$ cat config.mk
export PLATFORM = sky130hd
export DESIGN_NAME = pipe_reg_chain
export DESIGN_NICKNAME = d
export VERILOG_FILES = /design/src/rtl/pipe_reg_chain_pkg.sv /design/src/rtl/pipe_stage.sv /design/src/rtl/pipe_reg_chain.sv
export SDC_FILE = /design/constraint.sdc
export NUM_CORES = 1
export LEC_CHECK = 0
export CAP_MARGIN = 10
export CELL_PAD_IN_SITES_DETAIL_PLACEMENT = 0
export CELL_PAD_IN_SITES_GLOBAL_PLACEMENT = 2
export CORE_MARGIN = 10
export CORE_UTILIZATION = 32
export CTS_BUF_LIST = sky130_fd_sc_hd__clkbuf_8
export CTS_CLUSTER_SIZE = 24
export DETAILED_ROUTE_END_ITERATION = 7
export PLACE_DENSITY = 0.85
export SYNTH_ARGS = -nofsm -noshare
export SYNTH_HDL_FRONTEND = slang
export SYNTH_HIERARCHICAL = 1
export SYNTH_SLANG_ARGS = --single-unit
$ cat constraint.sdc
create_clock -name CLK -period 2.1 [get_ports CLK]
set_input_delay 0.315 -clock CLK [delete_from_list [all_inputs] [get_ports CLK]]
set_output_delay 0.315 -clock CLK [all_outputs]
set_load 0.01 [all_outputs]
$ cat src/rtl/pipe_reg_chain_pkg.sv
// Shared helpers for the register-chain pipeline.
// Only the occupancy counter width lives here; everything else is local to the blocks.
package pipe_reg_chain_pkg;

  // Bits needed to count 0..depth inclusive.
  function automatic int cnt_width(input int depth);
    return $clog2(depth + 1);
  endfunction

endpackage

$ cat src/rtl/pipe_stage.sv
// One {valid, data} slot of the chain; updates in one cycle, holds while not advancing.
// Flush clears only the valid bit so stale data stays parked until overwritten.
module pipe_stage #(
  parameter int BITWIDTH = 8
) (
  input  logic                clk,
  input  logic                rstn,
  input  logic                flush,
  input  logic                advance,
  input  logic                load,
  input  logic                in_valid,
  input  logic [BITWIDTH-1:0] in_data,
  output logic                valid,
  output logic [BITWIDTH-1:0] data
);

  always_ff @(posedge clk) begin
    if (!rstn) begin
      valid <= 1'b0;
      data  <= '0;
    end else begin
      if (flush) begin
        valid <= 1'b0;
      end else if (advance) begin
        valid <= in_valid;
      end
      if (load && !flush) begin
        data <= in_data;
      end
    end
  end

endmodule

$ cat src/rtl/pipe_reg_chain.sv
// DEPTH-stage valid/ready register chain, DEPTH cycles latency, full throughput.
// Backpressure ripples combinationally from OUT_READY; empty stages always accept (bubbles collapse).
module pipe_reg_chain
  import pipe_reg_chain_pkg::*;
#(
  parameter int BITWIDTH = 8,
  parameter int DEPTH    = 3
) (
  input  logic                        CLK,
  input  logic                        RSTN,
  input  logic                        FLUSH,
  input  logic                        IN_VALID,
  output logic                        IN_READY,
  input  logic [BITWIDTH-1:0]         IN_DATA,
  output logic                        OUT_VALID,
  input  logic                        OUT_READY,
  output logic [BITWIDTH-1:0]         OUT_DATA,
  output logic [cnt_width(DEPTH)-1:0] COUNT
);

  localparam int CW = cnt_width(DEPTH);

  logic [DEPTH:0]      adv;
  logic [DEPTH-1:0]    vld;
  logic [BITWIDTH-1:0] dat [DEPTH];
  logic                in_hs;
  logic                out_hs;

  // adv[DEPTH] stands in for the downstream consumer.
  assign adv[DEPTH] = OUT_READY;

  for (genvar i = 0; i < DEPTH; i++) begin : g_stage
    assign adv[i] = ~vld[i] | adv[i+1];

    if (i == 0) begin : g_head
      pipe_stage #(.BITWIDTH(BITWIDTH)) u_stage (
        .clk      (CLK),
        .rstn     (RSTN),
        .flush    (FLUSH),
        .advance  (adv[0]),
        .load     (adv[0] & IN_VALID),
        .in_valid (IN_VALID),
        .in_data  (IN_DATA),
        .valid    (vld[0]),
        .data     (dat[0])
      );
    end else begin : g_body
      pipe_stage #(.BITWIDTH(BITWIDTH)) u_stage (
        .clk      (CLK),
        .rstn     (RSTN),
        .flush    (FLUSH),
        .advance  (adv[i]),
        .load     (adv[i] & vld[i-1]),
        .in_valid (vld[i-1]),
        .in_data  (dat[i-1]),
        .valid    (vld[i]),
        .data     (dat[i])
      );
    end
  end

  assign IN_READY  = adv[0] & ~FLUSH;
  assign OUT_VALID = vld[DEPTH-1] & ~FLUSH;
  assign OUT_DATA  = dat[DEPTH-1];

  assign in_hs  = IN_VALID & IN_READY;
  assign out_hs = OUT_VALID & OUT_READY;

  always_ff @(posedge CLK) begin
    if (!RSTN) begin
      COUNT <= '0;
    end else if (FLUSH) begin
      COUNT <= '0;
    end else if (in_hs && !out_hs) begin
      COUNT <= COUNT + CW'(1);
    end else if (out_hs && !in_hs) begin
      COUNT <= COUNT - CW'(1);
    end
  end

endmodule
==> metrics.md <==
| Metric | Value |
|---|---|
| Status | completed |
| Commonest non-fill, non-tap cell in the layout | nand2_1 |
| Hold Buf Count CTS | 0 |
| Post-CTS sizing | 0 |
| CP arrival | 1610 ps |
| GRT Total Usage | 0.0735 |
| Setup crit start | OUT_READY |
| Residual DRC | 0 |
| Clock slew at reported path FFs | 60 ps |
| Final Cycle Share | 0.918 |
| H-tree depth | 2 |
| Non-filler cells, final | 215 |
| Sequential area share after synthesis | 0.446 |
| Worst setup path endpoint | IN_READY |
| Crit start category | primary input |
| GRT overflow | 0 |
| Postcts setup bufs | 0 |
| Synthesized Nets | 152 |
| Post-synth cell types | 19 |
| Vias in the first global route | about 910 |
| Starting Density | 0.328 |
| Max cap viols | 0 |
| FF-to-FF End | COUNT[1] |
| Clock sink total | 29 |
| Placement Cell Area | 1530 µm² |
| Average size of a mapped cell | 9.44 µm² |
| Clock Path Buffers | 2 |
| P&R area growth vs syn | 24.1% |
| Largest net degree at the start of global routing | 53 |
| Hold crit path type | reg2reg |
| Number of port buffers | 24 |
| Mapped Cells | approximately 140 |
| Worst IR Drop VDD | 260 µV |
| PD cells | 670 nW/µm² |
| Chip Width | between 80 and 90 µm |
| Die footprint | 7020 µm² |
| Met1 Usage GRT | 0.0799 |
| Setup violations, final | 0 |
| # placed instances | 207 |
| Gr busiest metal | met2 |
| Synth warnings | 6 |
| Post-route setup TNS | 0 ps |
| Core area | 3970 µm² |
| Placer congestion estimate | 0.677 |
| DR WL/cell | ~11 µm |
| TritonCTS clock tree | built |
| Ports | 25 |
| Post-DP HPWL | approximately 1800 µm |
| Setup crit end kind | output pin |
| Row count | 23 |
| Die height | 83.8 µm |
| Leakage | between 0.5 and 0.6 nW |
| First drt pass iteration count | 3 |
| Clock Tree Root | clkbuf_8 |
| Synthesized area | 1300 µm² |
| Max transition margin | 0.639 |
| Peak Freq | 0.519 GHz |
| Type of the worst setup path | in2out |
| RSZ-0062 raised after global routing | false |
| Via count | 913 |
| Reg2Reg Setup Slack | 420 ps |
| GRT met3 Usage | 0.0469 |
| First-pass GRT wire length | 4220 µm |
| Final wirelength | roughly 2400 µm |
| Clock skew | 4.72 ps |
| DRT iter0 DRCs | 52 |
| Initial antenna violation count | 0 |
| Worst reg-to-reg path cell count | 5 |
| Met2 global-route usage | 0.106 |
| Slew @ Worst Pin | about 540 ps |
| Via/cell ratio | 4.25 |
| Ant. Diodes | 0 |
| Post-DRT Antenna Nets | 0 |
| Worst reg2reg startpoint | g_stage[1].g_body.u_stage/valid |
| Post-synthesis register bit count | 29 |
| Max-slew violations | 0 |
| Final hold violations | 0 |
| CTS buffer count | 5 |
| Final std cell area, no fill | around 1600 µm² |
| Clk_lat worst skew | 280 ps |
| Share of cells above drive strength 1 | 0.0848 |
| Nets | 178 |
| Critical path required time | 1780 ps |
| CP max FO | 3 |
| Most frequent cells in the layout | 50 x nand2_1, 29 x dfxtp_1, 27 x mux2i_1 |
| Fin crit period | 1930 ps |
[layer usage]
metal  routed length, µm  up-vias  share of wire
li1                    -      495              -
met1                1160      393           0.47
met2                1020       19           0.42
met3                 206        6          0.084
met4                  58        0          0.024
met5                   0        -              0
[critical path: stages]
cell and delay (ps):
clkdlybuf4s50_1 410, nand4b_1 220, and2_1 190, clkdlybuf4s50_1 470
[stage by stage]
step	setup WS (ps)	power, mW	util	hold slack, ps
floorplan	500	0.641	-	391
global placement	73.3	0.667	0.386	445
detailed placement	3.98	0.670	0.386	447
CTS	162	1.10	0.407	459
global route	70.4	1.14	0.407	482
finish	173	1.08	0.407	457
[worst min path at each step]
stage	endpoint	cells after the start	slack, ps	start
after CTS	g_stage[2].g_body.u_stage/data[0]	2	460	g_stage[2].g_body.u_stage/data[0]
after global routing	g_stage[0].g_head.u_stage/data[7]	2	480	g_stage[0].g_head.u_stage/data[7]
final	g_stage[2].g_body.u_stage/data[5]	2	460	g_stage[2].g_body.u_stage/data[5]
after floorplan	g_stage[0].g_head.u_stage/valid	1	390	FLUSH
after global placement	g_stage[2].g_body.u_stage/data[2]	2	440	g_stage[2].g_body.u_stage/data[2]
after detailed placement	g_stage[0].g_head.u_stage/data[6]	2	450	g_stage[0].g_head.u_stage/data[6]
[logic make-up (layout without fill, tap and decap cells)]
family,Yosys count,after routing,share of synthesized area
XOR/XNOR,2,2,0.0135
AO/OA/AOI/OAI,2,2,0.00768
buffers and inverters,10,37,0.0807
multiplexers,27,27,0.207
flip-flops,29,29,0.446
AND/OR/NAND/NOR,67,67,0.235
adder cells (fa/ha/maj),1,1,0.00960
[cells in the mapped netlist, drive strengths merged]
master,number,area share
dfxtp,29,0.45
mux2i,27,0.21
inv,1,0.0029
and3,1,0.0048
nand2,50,0.14
nand2b,1,0.0048
a21oi,1,0.0038
nor2b,4,0.025
ha,1,0.0096
nand4b,1,0.0067
xor2,2,0.013
and2,4,0.019
o21ai,1,0.0038
nand3b,1,0.0058
nor3b,3,0.017
buf,9,0.078
or3,1,0.0048
nor2,1,0.0029
[power by group]
group          total (mW)  leakage, nW  internal, mW  switching (mW)
clock network       0.426       0.0491         0.224           0.202
logic              0.0887        0.307        0.0480          0.0408
registers           0.568        0.235         0.562         0.00639
total                1.08        0.591         0.834           0.250
[flip-flops by register name, summed over array words and instances, names as in the netlist]
register                      count
COUNT                             2
g_stage.g_head.u_stage/data       8
g_stage.g_body.u_stage/data      16
g_stage.g_body.u_stage/valid      2
g_stage.g_head.u_stage/valid      1
[layout make-up]
| type | count | area (µm²) |
|---|---|---|
| fillers | 394 | 2350 |
| multi-input cells | 99 | 617 |
| flip-flops and latches | 29 | 581 |
| repair buffers | 28 | 270 |
| clock buffers | 5 | 68.8 |
| well taps | 50 | 62.6 |
| clock inverters | 3 | 13.8 |
| inverters | 1 | 3.75 |
(Power assumes the default switching activity.)
==> RTL edit, RTL diff (same settings) <==
Reset style: asynchronous (`RSTN` and `rstn`), changed in 2 clocked blocks.
--- a/src/rtl/pipe_stage.sv
+++ b/src/rtl/pipe_stage.sv
@@ -16,3 +16,3 @@
 
-  always_ff @(posedge clk) begin
+  always_ff @(posedge clk or negedge rstn) begin
     if (!rstn) begin
--- a/src/rtl/pipe_reg_chain.sv
+++ b/src/rtl/pipe_reg_chain.sv
@@ -68,3 +68,3 @@
 
-  always_ff @(posedge CLK) begin
+  always_ff @(posedge CLK or negedge RSTN) begin
     if (!RSTN) begin
Check against the original RTL: differs if RSTN is asserted again (counterexample within 4 cycles, from zero or initial values and one cycle with RSTN low); with RSTN held inactive, the same outputs for 10 cycles.
==> RTL edit against the unedited design <==
- routed wire length rose by 7.8%
- synthesized area rose by 2.0%
- clock skew fell by 0.00091 ns
- largest cell class is now flip-flops and latches
- sequential cell count did not move
- worst setup slack got worse by 0.052 ns
- critical path depth did not move
- cell area rose by 10%
Power is not compared: it rests on default switching activity, and its combinational part moved more than twofold at a synthesized area within 25%.
==> RTL edit: results (changes against the unedited design) <==
* Worst Setup SP: FLUSH (was OUT_READY)
- Most common library cells after synthesis: dfrtp_1, mux2_4, nor2b_1, and2_1, nor2_1 (was nand2_1, dfxtp_1, mux2i_1, buf_6, and2_1)
* Cell class contributing the biggest share of worst-path delay: buffers and inverters (unchanged)
* Via density: 4.57 (was 4.25)
* Setup repair bufs after CTS: 0 (unchanged)
* Number of levels the H-tree was split into: 2 (unchanged)
- The tightest slew margin relative to the limit was 0.567 (was 0.639).
- Net count, final: 137 (was 178)
- The routed length per placed instance was 15.1 um (was 11.4 um).
* Via count of the first global-routing pass: 872 (was 905)
- Worst min-delay path class: in -> async (was reg -> reg)
* Number of distinct library cells after synthesis: 20 (was 19)
- Largest fanout on the critical path: 7 (was 3)
- Cells taking the most area after synthesis: dfrtp_1, mux2_4, nor2b_1, buf_6, mux2i_1 (was dfxtp_1, mux2i_1, nand2_1, buf_6, nor2b_2).
* Length of the first detailed-routing pass in iterations: 4 (was 3)
- The number of cells on the worst reg-to-reg path is 4 (was 5).
* GRT Overall Usage: 0.0787 (was 0.0735)
* Biggest cell delay along the critical path: 0.55 ns (was 0.47 ns)
* Async set or reset register ratio after synthesis: 1.00 (was 0)
- The synthesis warning total is 6 (unchanged).
* Origin of the critical flop-to-flop path: g_stage[2].g_body.u_stage/valid (was g_stage[1].g_body.u_stage/valid)
* Number of gates given a new drive strength after cts: 3 (was 0)
- The layout cell share with drive strength beyond 1 came to 0.360 (was 0.0848).
* Most frequently used flop master after synthesis: dfrtp_1 (was dfxtp_1)
- Setup WS pre-CTS: -0.356 ns (was 0.00398 ns)
- Time the final worst path needs with I/O delays and setup: 1.98 ns (was 1.93 ns)
* Mapped Nets: 99 (was 152)
- Final weighted congestion in routability-driven placement: 0.739 (was 0.677)
- The final setup skew is 0.00382 ns (was 0.00472 ns).
- Input/output buffers: 24 (unchanged)
- The pin count of the biggest net entering global routing is 30 (was 53).
* Peak supply drop: about 0.00025 V
- Antenna Cells: 0 (unchanged)
- The number of violations of the max-capacitance limit came to 0 (unchanged).
- Run status: complete, no violations (unchanged)
- Post-detailed-placement half-perimeter wirelength: 1850 um (was 1800 um)
- Register-to-register path setup slack: 0.35 ns (was 0.42 ns)
- The global-route wire length before repair is 4440 um (was 4220 um).
* Sequential-to-total area share from yosys stat: 0.546 (was 0.446)
- Initial detailed-routing violation count: 34 (was 52)
[RTL edit: final timing paths]
path / end
min reg2reg: g_stage[1].g_body.u_stage/data[6]
max: OUT_VALID
max in group asynchronous: g_stage[0].g_head.u_stage/data[5]
min in group CLK: g_stage[1].g_body.u_stage/data[6]
min: g_stage[2].g_body.u_stage/data[7]
max reg2reg: g_stage[2].g_body.u_stage/data[5]
[RTL edit: per-layer routing]
metal | vias to the layer above | GRT usage | wire (um)
met4 | 0 | 0.0359 | 49
met5 | - | 0 | 0
li1 | 379 | - | -
met1 | 391 | 0.0912 | 1220
met2 | 22 | 0.116 | 1170
met3 | 7 | 0.0435 | 197
[RTL edit: logic make-up after synthesis]
kind of cell,after synthesis,share of synthesized area
flip-flops,29,0.546
AND/OR/NAND/NOR,22,0.105
AO/OA/AOI/OAI,4,0.0217
multiplexers,28,0.302
buffers and inverters,3,0.0254
[RTL edit: stage by stage]
step           hold WS (ns)  cells  area [um^2]
2_1_floorplan        0.0194     86         1330
3_3_place_gp          0.497    167         1670
3_5_place_dp          0.493    167         1670
4_1_cts               0.430    175         1780
5_1_grt               0.458    175         1780
6_report              0.424    175         1780
[RTL edit: final cells by class]
class,count,area [um^2]
fill,371,2220
sequential,29,726
multi-input combinational,54,574
timing repair buffer,34,314
clock buffer,7,96.3
tap,50,62.6
clock inverter,1,5.00
[RTL edit: where the power goes]
group          switching (mW)  internal (mW)
Clock                   0.205          0.295
Sequential             0.0781          0.695
Combinational           0.134          0.327
Total                   0.417           1.32
